File: src/rtl/translayer_pkg.sv
// Shared definitions for the transaction-layer controller: state encoding,
// FIFO index map and default sizing.
package translayer_pkg;

    localparam int DEPTH_DEF  = 8;
    localparam int NFIFO_DEF  = 5;
    localparam int DEF_TH_DEF = 1;

    localparam int IDX_MAIN = 0;
    localparam int IDX_VC0  = 1;
    localparam int IDX_VC1  = 2;
    localparam int IDX_D0   = 3;
    localparam int IDX_D1   = 4;

    typedef enum logic [4:0] {
        ST_RESET  = 5'b00001,
        ST_INIT   = 5'b00010,
        ST_IDLE   = 5'b00100,
        ST_ACTIVE = 5'b01000,
        ST_ERROR  = 5'b10000
    } state_e;

endpackage

File: src/rtl/translayer_th_clamp.sv
// Combinational clamp of a requested FIFO threshold into the legal range
// [1, DEPTH-1].
module translayer_th_clamp
    import translayer_pkg::*;
#(
    parameter int DEPTH = DEPTH_DEF
) (
    input  logic [7:0] th_i,
    output logic [7:0] th_o
);

    always_comb begin
        th_o = th_i;
        if (th_i == 8'd0) begin
            th_o = 8'd1;
        end else if (th_i >= 8'(DEPTH)) begin
            th_o = 8'(DEPTH - 1);
        end
    end

endmodule

File: src/rtl/translayer_ctrl_fsm.sv
// Transaction-layer sequencing controller: RESET/INIT/IDLE/ACTIVE/ERROR FSM,
// threshold capture, push/pop gating and registered status outputs.
module translayer_ctrl_fsm
    import translayer_pkg::*;
#(
    parameter int DEPTH  = DEPTH_DEF,
    parameter int NFIFO  = NFIFO_DEF,
    parameter int DEF_TH = DEF_TH_DEF
) (
    input  logic             clk,
    input  logic             reset,
    input  logic             init,
    input  logic [7:0]       UMF,
    input  logic [7:0]       UVC,
    input  logic [7:0]       UD,
    input  logic [NFIFO-1:0] fifo_empty,
    input  logic [NFIFO-1:0] fifo_error,
    output logic [7:0]       umf_th,
    output logic [7:0]       uvc_th,
    output logic [7:0]       ud_th,
    output logic             push_en,
    output logic             pop_en,
    output logic [4:0]       state_out,
    output logic             idle_out,
    output logic             active_out,
    output logic             error_out,
    output logic [NFIFO-1:0] err_src
);

    state_e           state_q, state_d;
    logic [7:0]       umf_q, umf_d, uvc_q, uvc_d, ud_q, ud_d;
    logic [7:0]       umf_cl, uvc_cl, ud_cl;
    logic [NFIFO-1:0] err_src_q, err_src_d;
    logic [4:0]       st_out_q, st_out_d;
    logic             en_q, en_d;
    logic             idle_q, idle_d, act_q, act_d, err_q, err_d;

    translayer_th_clamp #(.DEPTH(DEPTH)) u_clamp_umf (.th_i(UMF), .th_o(umf_cl));
    translayer_th_clamp #(.DEPTH(DEPTH)) u_clamp_uvc (.th_i(UVC), .th_o(uvc_cl));
    translayer_th_clamp #(.DEPTH(DEPTH)) u_clamp_ud  (.th_i(UD),  .th_o(ud_cl));

    always_comb begin
        state_d   = state_q;
        umf_d     = umf_q;
        uvc_d     = uvc_q;
        ud_d      = ud_q;
        err_src_d = err_src_q;

        case (state_q)
            ST_RESET: state_d = ST_INIT;
            ST_INIT: begin
                umf_d = umf_cl;
                uvc_d = uvc_cl;
                ud_d  = ud_cl;
                if (!init) state_d = ST_IDLE;
            end
            ST_IDLE: begin
                // Error outranks a re-init request, which outranks occupancy.
                if (|fifo_error)      state_d = ST_ERROR;
                else if (init)        state_d = ST_INIT;
                else if (!(&fifo_empty)) state_d = ST_ACTIVE;
            end
            ST_ACTIVE: begin
                if (|fifo_error)      state_d = ST_ERROR;
                else if (init)        state_d = ST_INIT;
                else if (&fifo_empty) state_d = ST_IDLE;
            end
            ST_ERROR: state_d = ST_ERROR;
            default:  state_d = ST_RESET;
        endcase

        if (state_q inside {ST_IDLE, ST_ACTIVE, ST_ERROR}) begin
            err_src_d = err_src_q | fifo_error;
        end

        // Status outputs are a registered copy of the current state decode.
        st_out_d = state_q;
        en_d     = (state_q == ST_IDLE) || (state_q == ST_ACTIVE);
        idle_d   = (state_q == ST_IDLE);
        act_d    = (state_q == ST_ACTIVE);
        err_d    = (state_q == ST_ERROR);
    end

    always_ff @(posedge clk) begin
        if (!reset) begin
            state_q   <= ST_RESET;
            umf_q     <= 8'(DEF_TH);
            uvc_q     <= 8'(DEF_TH);
            ud_q      <= 8'(DEF_TH);
            err_src_q <= '0;
            st_out_q  <= ST_RESET;
            en_q      <= 1'b0;
            idle_q    <= 1'b0;
            act_q     <= 1'b0;
            err_q     <= 1'b0;
        end else begin
            state_q   <= state_d;
            umf_q     <= umf_d;
            uvc_q     <= uvc_d;
            ud_q      <= ud_d;
            err_src_q <= err_src_d;
            st_out_q  <= st_out_d;
            en_q      <= en_d;
            idle_q    <= idle_d;
            act_q     <= act_d;
            err_q     <= err_d;
        end
    end

    assign umf_th     = umf_q;
    assign uvc_th     = uvc_q;
    assign ud_th      = ud_q;
    assign push_en    = en_q;
    assign pop_en     = en_q;
    assign state_out  = st_out_q;
    assign idle_out   = idle_q;
    assign active_out = act_q;
    assign error_out  = err_q;
    assign err_src    = err_src_q;

endmodule

File: config.mk
export PLATFORM = sky130hd
export DESIGN_NAME = translayer_ctrl_fsm
export DESIGN_NICKNAME = d
export VERILOG_FILES = /design/src/rtl/translayer_pkg.sv /design/src/rtl/translayer_th_clamp.sv /design/src/rtl/translayer_ctrl_fsm.sv
export SDC_FILE = /design/constraint.sdc
export NUM_CORES = 1
export LEC_CHECK = 0
export CAP_MARGIN = 40
export CELL_PAD_IN_SITES_DETAIL_PLACEMENT = 0
export CELL_PAD_IN_SITES_GLOBAL_PLACEMENT = 1
export CORE_ASPECT_RATIO = 0.7
export CORE_MARGIN = 2
export CORE_UTILIZATION = 26
export DETAILED_ROUTE_END_ITERATION = 7
export MAX_ROUTING_LAYER = met4
export PLACE_DENSITY_LB_ADDON = 0.1
export REMOVE_ABC_BUFFERS = 1
export SYNTH_ARGS = -nofsm -noshare
export SYNTH_HDL_FRONTEND = slang
export SYNTH_SLANG_ARGS = --single-unit
File: constraint.sdc
create_clock -name clk -period 1.7 [get_ports clk]
set_clock_uncertainty 0.15 [all_clocks]
set_input_delay 0.17 -clock clk [delete_from_list [all_inputs] [get_ports clk]]
set_output_delay 0.17 -clock clk [all_outputs]
set_load 0.005 [all_outputs]
Word level (Yosys, flattened, before mapping) --
Index checks and enable logic that the tools add are counted.
Word-level totals: output and inout bits 39, register bits 43, input bits 37
Cells by class: equal/unequal tests 8, bitwise logic cells 1, mux-type cells 14, reductions and logical operators 8, magnitude comparators 3
Operators with widths (count):
- $mux 8 | 6
- $mux 5 | 7
- $pmux 5 s5 | 1
- $ge 8x4->1 const B | 3
- $logic_not 8->1 | 3
- $eq 5x1->1 const B | 1
- $eq 5x2->1 const B | 1
- $eq 5x3->1 const B | 1
- $eq 5x4->1 const B | 1
- $eq 5x5->1 const B | 1
- $or 5x5->5 | 1
- $reduce_and 5->1 | 1
- $reduce_or 5->1 | 1
- $ne 4x2->1 const B | 1
- $ne 4x4->1 const B | 1
- $reduce_and 3->1 | 1
- $reduce_bool 3->1 | 1
- $ne 2x2->1 const B | 1
- $logic_or 1x1->1 | 1

Logic depth before layout (Yosys ltp) --
depth after elaboration 5, depth in mapped cells 5, mapped depth without buffers 4

Hierarchy --
A second synthesis with hierarchy kept.
Second synthesis, totals: cell total of the unflattened synthesis 221, area total of the unflattened synthesis 1915.6 um^2
By module, submodules not included:
- translayer_ctrl_fsm | cells an instance 182, instances 1, area each 1679.1 um^2, seq. area each 860.8 um^2
- translayer_th_clamp | cells an instance 13, instances 3, area each 78.8 um^2, seq. area each 0.0 um^2

Least setup slack after synthesis --
Ideal clock, no wire load.
kind reg-to-reg, start register state_q[1], in the netlist st_out_d[1], end register state_q[2], in the netlist st_out_d[2], arrival 1.371 ns, slack 0.118 ns, stages on the path, launching flop included 5, data required time 1.489 ns, path buffers 0, clock period less this slack 1.582 ns, library setup time 0.061 ns, path through dfxtp_1 -> nor3b_4 -> nand2_2 -> a221o_1 -> and4b_1
Between the ends: word-level cells in the longest chain between the ends 3, elaborated cells on any way between the ends 10, those cells by class 8 x eq/ne; 1 x mux; 1 x reduce/logical
Ends and longest elaborated chain:
- from (decl) | RTL line translayer_ctrl_fsm.sv:30 | state_e state_q, state_d;
- from (signal assigned) | RTL line translayer_ctrl_fsm.sv:97 | state_q <= state_d;
- $eq 5x4->1, or another cell as far along | RTL line translayer_ctrl_fsm.sv:49 | case (state_q)
- $ne 4x2->1 (no line), or another cell as far along
- $reduce_and 3->1 (no line)
Parallel ways exist; a longest one is shown, timed or not. A chain may end at the register's enable or synchronous reset.

Worst setup path in the final report --
start register state_q[2], in the netlist st_out_d[2], end register state_q[2], in the netlist st_out_d[2]
The elaborated chain is that of the path after synthesis.

==> flow_summary.json <==
{
  "status": "complete, no violations",
  "hold_buffers": 0,
  "grt_usage_pct": 13.34,
  "grt_pass1_vias": 1366,
  "die_h_um": 68.45,
  "vias": 1408,
  "ys_top_cells_by_count": "43 x dfxtp_1, 14 x nor2_1, 10 x and3_1, 9 x nand2_1, 7 x a21oi_1",
  "place_area_um2": 2450,
  "cts_setup_buffers": 0,
  "drc": 0,
  "period_needed_ns": 1.609,
  "start_util_pct": 26.94,
  "worstSkewPairLatency_ns": 0.29,
  "p_leak_nw": 1.015,
  "yosys.area.top_type": "dfxtp_1",
  "clk_pin_slew_worst_paths_ns": 0.08,
  "hold_path_class": "flop to flop",
  "max_cap_viol_count": 0,
  "die-area_um2": 6576,
  "fmax_ghz": 0.6217,
  "rsz0062_at_grt": "false",
  "area_delta_synth_final_pct": 68.53,
  "rows": 23,
  "yosysMostFrequentCell": "dfxtp_1",
  "final-seq-area_um2": 860.8,
  "grt_pass1_wl_um": 6458,
  "netlist_instances": 151,
  "root_buffer": "clkbuf_8",
  "cp-start-kind": "flop",
  "end_kind": "flop",
  "fin_area_um2": 2600,
  "core_area_um2": 5727,
  "vdd_drop_max_uv": 339.1,
  "synth_area_leaders": "dfxtp_1 56%, o221a_2 4.4%, and3_1 4.1%",
  "viasPerCell": 4.484,
  "final.period_utilization_pct": 94.62,
  "cts.sinks": 43,
  "finalWirelength_um": 4048,
  "slew_headroom_pct": 73.18,
  "setup_ws_ns": 0.09144,
  "die_x_um": 96.07,
  "mappedNetlistArea_um2": 1543,
  "synth.yosys.seq_area_share_pct": 55.80,
  "yosysTopAreaCellShare_pct": 55.80,
  "final_util_pct": 45.40,
  "diodes": 0,
  "ant_nets": 0,
  "setup_violations": 0,
  "ys_ff_latch": 43,
  "numPortBuffers": 75,
  "worstPathArrival_ns": 1.69,
  "yosys_warnings": 0,
  "post_synth.cell_area_avg_um2": 10.22,
  "p_per_area_nw_per_um2": 885.0,
  "routedWlPerCell_um": 12.89,
  "multiInputGateArea_um2": 649.4,
  "cp_max_fo": 7,
  "fillers": 549,
  "hold_viol_final": 0,
  "io-pin-count": 76,
  "async_reset_ff_share_pct": 0,
  "critPathRequiredTime_ns": 1.79,
  "worst_pin_slew_ns": 0.3922,
  "cts_buffers": 5,
  "cts_tree": "built",
  "gp_congestion": 0.8372,
  "hpwlAfterDp_um": 3095,
  "critical_path_class": "flop to flop",
  "maxSlewViolCount": 0,
  "grt_max_degree": 26,
  "finalNetCount": 275,
  "cts_max_level": 2,
  "firstDrtPassIters": 4,
  "placed_cells": 306,
  "dp_slack_ns": -0.1573,
  "synth-edff-count": 0,
  "drive_gt1_share_pct": 17.15,
  "post_synth_num_cell_types": 38,
  "grt-ovfl-total": 0,
  "drtIter0Drc": 36,
  "instances_no_fill": 314,
  "antenna_found_initial": 0,
  "clockBufferDepth": 2,
  "synthFlopType": "dfxtp_1"
}
[state kept, by name, indices dropped and copies added (netlist names)]
signal,count
st_out_d,5
state_out,5
active_out,1
uvc_th,8
error_out,1
ud_th,8
idle_out,1
pop_en,1
err_src,5
umf_th,8
[kinds of logic after synthesis]
family,synth area share (%)
DFF,55.80
xor gates and xnor gates,1.136
AOI/OAI and AO/OA,13.95
and+or+nand+nor,26.11
buffers and inverters,3.001
[cell usage in the layout, fill, tap and decap left out, types with 3 or more instances in the layout]
cell type / netlist / layout
o221a_2: 6 / 6
nor2_1: 14 / 14
buf_4: 1 / 13
o21ai_0: 4 / 4
clkbuf_8: 0 / 5
clkdlybuf4s50_1: 0 / 75
o32ai_1: 3 / 3
a21oi_1: 7 / 7
inv_1: 3 / 3
nand2_1: 9 / 9
and3_2: 5 / 5
nand4b_1: 3 / 3
and3_1: 10 / 10
nor3_1: 3 / 3
nor4_1: 4 / 3
dfxtp_1: 43 / 43
[timing repair]
action / in CTS / in global routing
gates resized for setup: 0 / 3
hold endpoints to repair: 0 / 0
endpoints found under the setup margin: 0 / 2
[layer usage]
layer	up-vias	part of all wire, %	global-route usage, %
li1	720	-	-
met1	644	49	17.60
met3	2	5.8	3.744
met4	0	0.86	4.286
met2	42	44	19.79
met5	-	0	-
[critical path: stages (launching register included)]
cell and delay [ns]:
dfxtp_1 0.38, buf_4 0.17, nor2b_1 0.17, buf_4 0.14, a31oi_1 0.09, o41ai_1 0.24
and4b_1 0.22
[path summary, 6_finish.rpt]
kind	startpoint	end	slack [ns]	cells after the start
setup / recovery	st_out_d[2]$_SDFFE_PN0P_	st_out_d[2]$_SDFFE_PN0P_	0.09	6
hold / removal	err_src[4]$_SDFFE_PN0P_	err_src[4]$_SDFFE_PN0P_	0.33	2
setup reg to reg	st_out_d[2]$_SDFFE_PN0P_	st_out_d[2]$_SDFFE_PN0P_	0.09	6
hold reg to reg	err_src[4]$_SDFFE_PN0P_	err_src[4]$_SDFFE_PN0P_	0.33	2
[per-stage QoR]
stage	power, mW	setup TNS (ns)	hold WS, ns
global placement	1.392	-0.2323	0.3003
detailed placement	1.393	-0.3471	0.3111
global route	2.406	0	0.3456
floorplan	1.193	0	0.08194
finish	2.301	0	0.3258
CTS	2.330	0	0.3320
[power by group]
part           internal (mW)  switching, mW  total (mW)
clock                  0.586          0.347       0.933
sequential              1.04         0.0219        1.06
combinational          0.193          0.118       0.310
total                   1.81          0.487        2.30
[layout make-up]
class / instances / area share [%]
multi-input cells: 97 / 24.98
well taps: 75 / 3.609
flip-flops and latches: 43 / 33.11
clock inverters: 3 / 2.599
repair buffers: 88 / 32.63
clock buffers: 5 / 2.647
inverters: 3 / 0.4331
No activity file was read; power rests on OpenSTA's default activity.
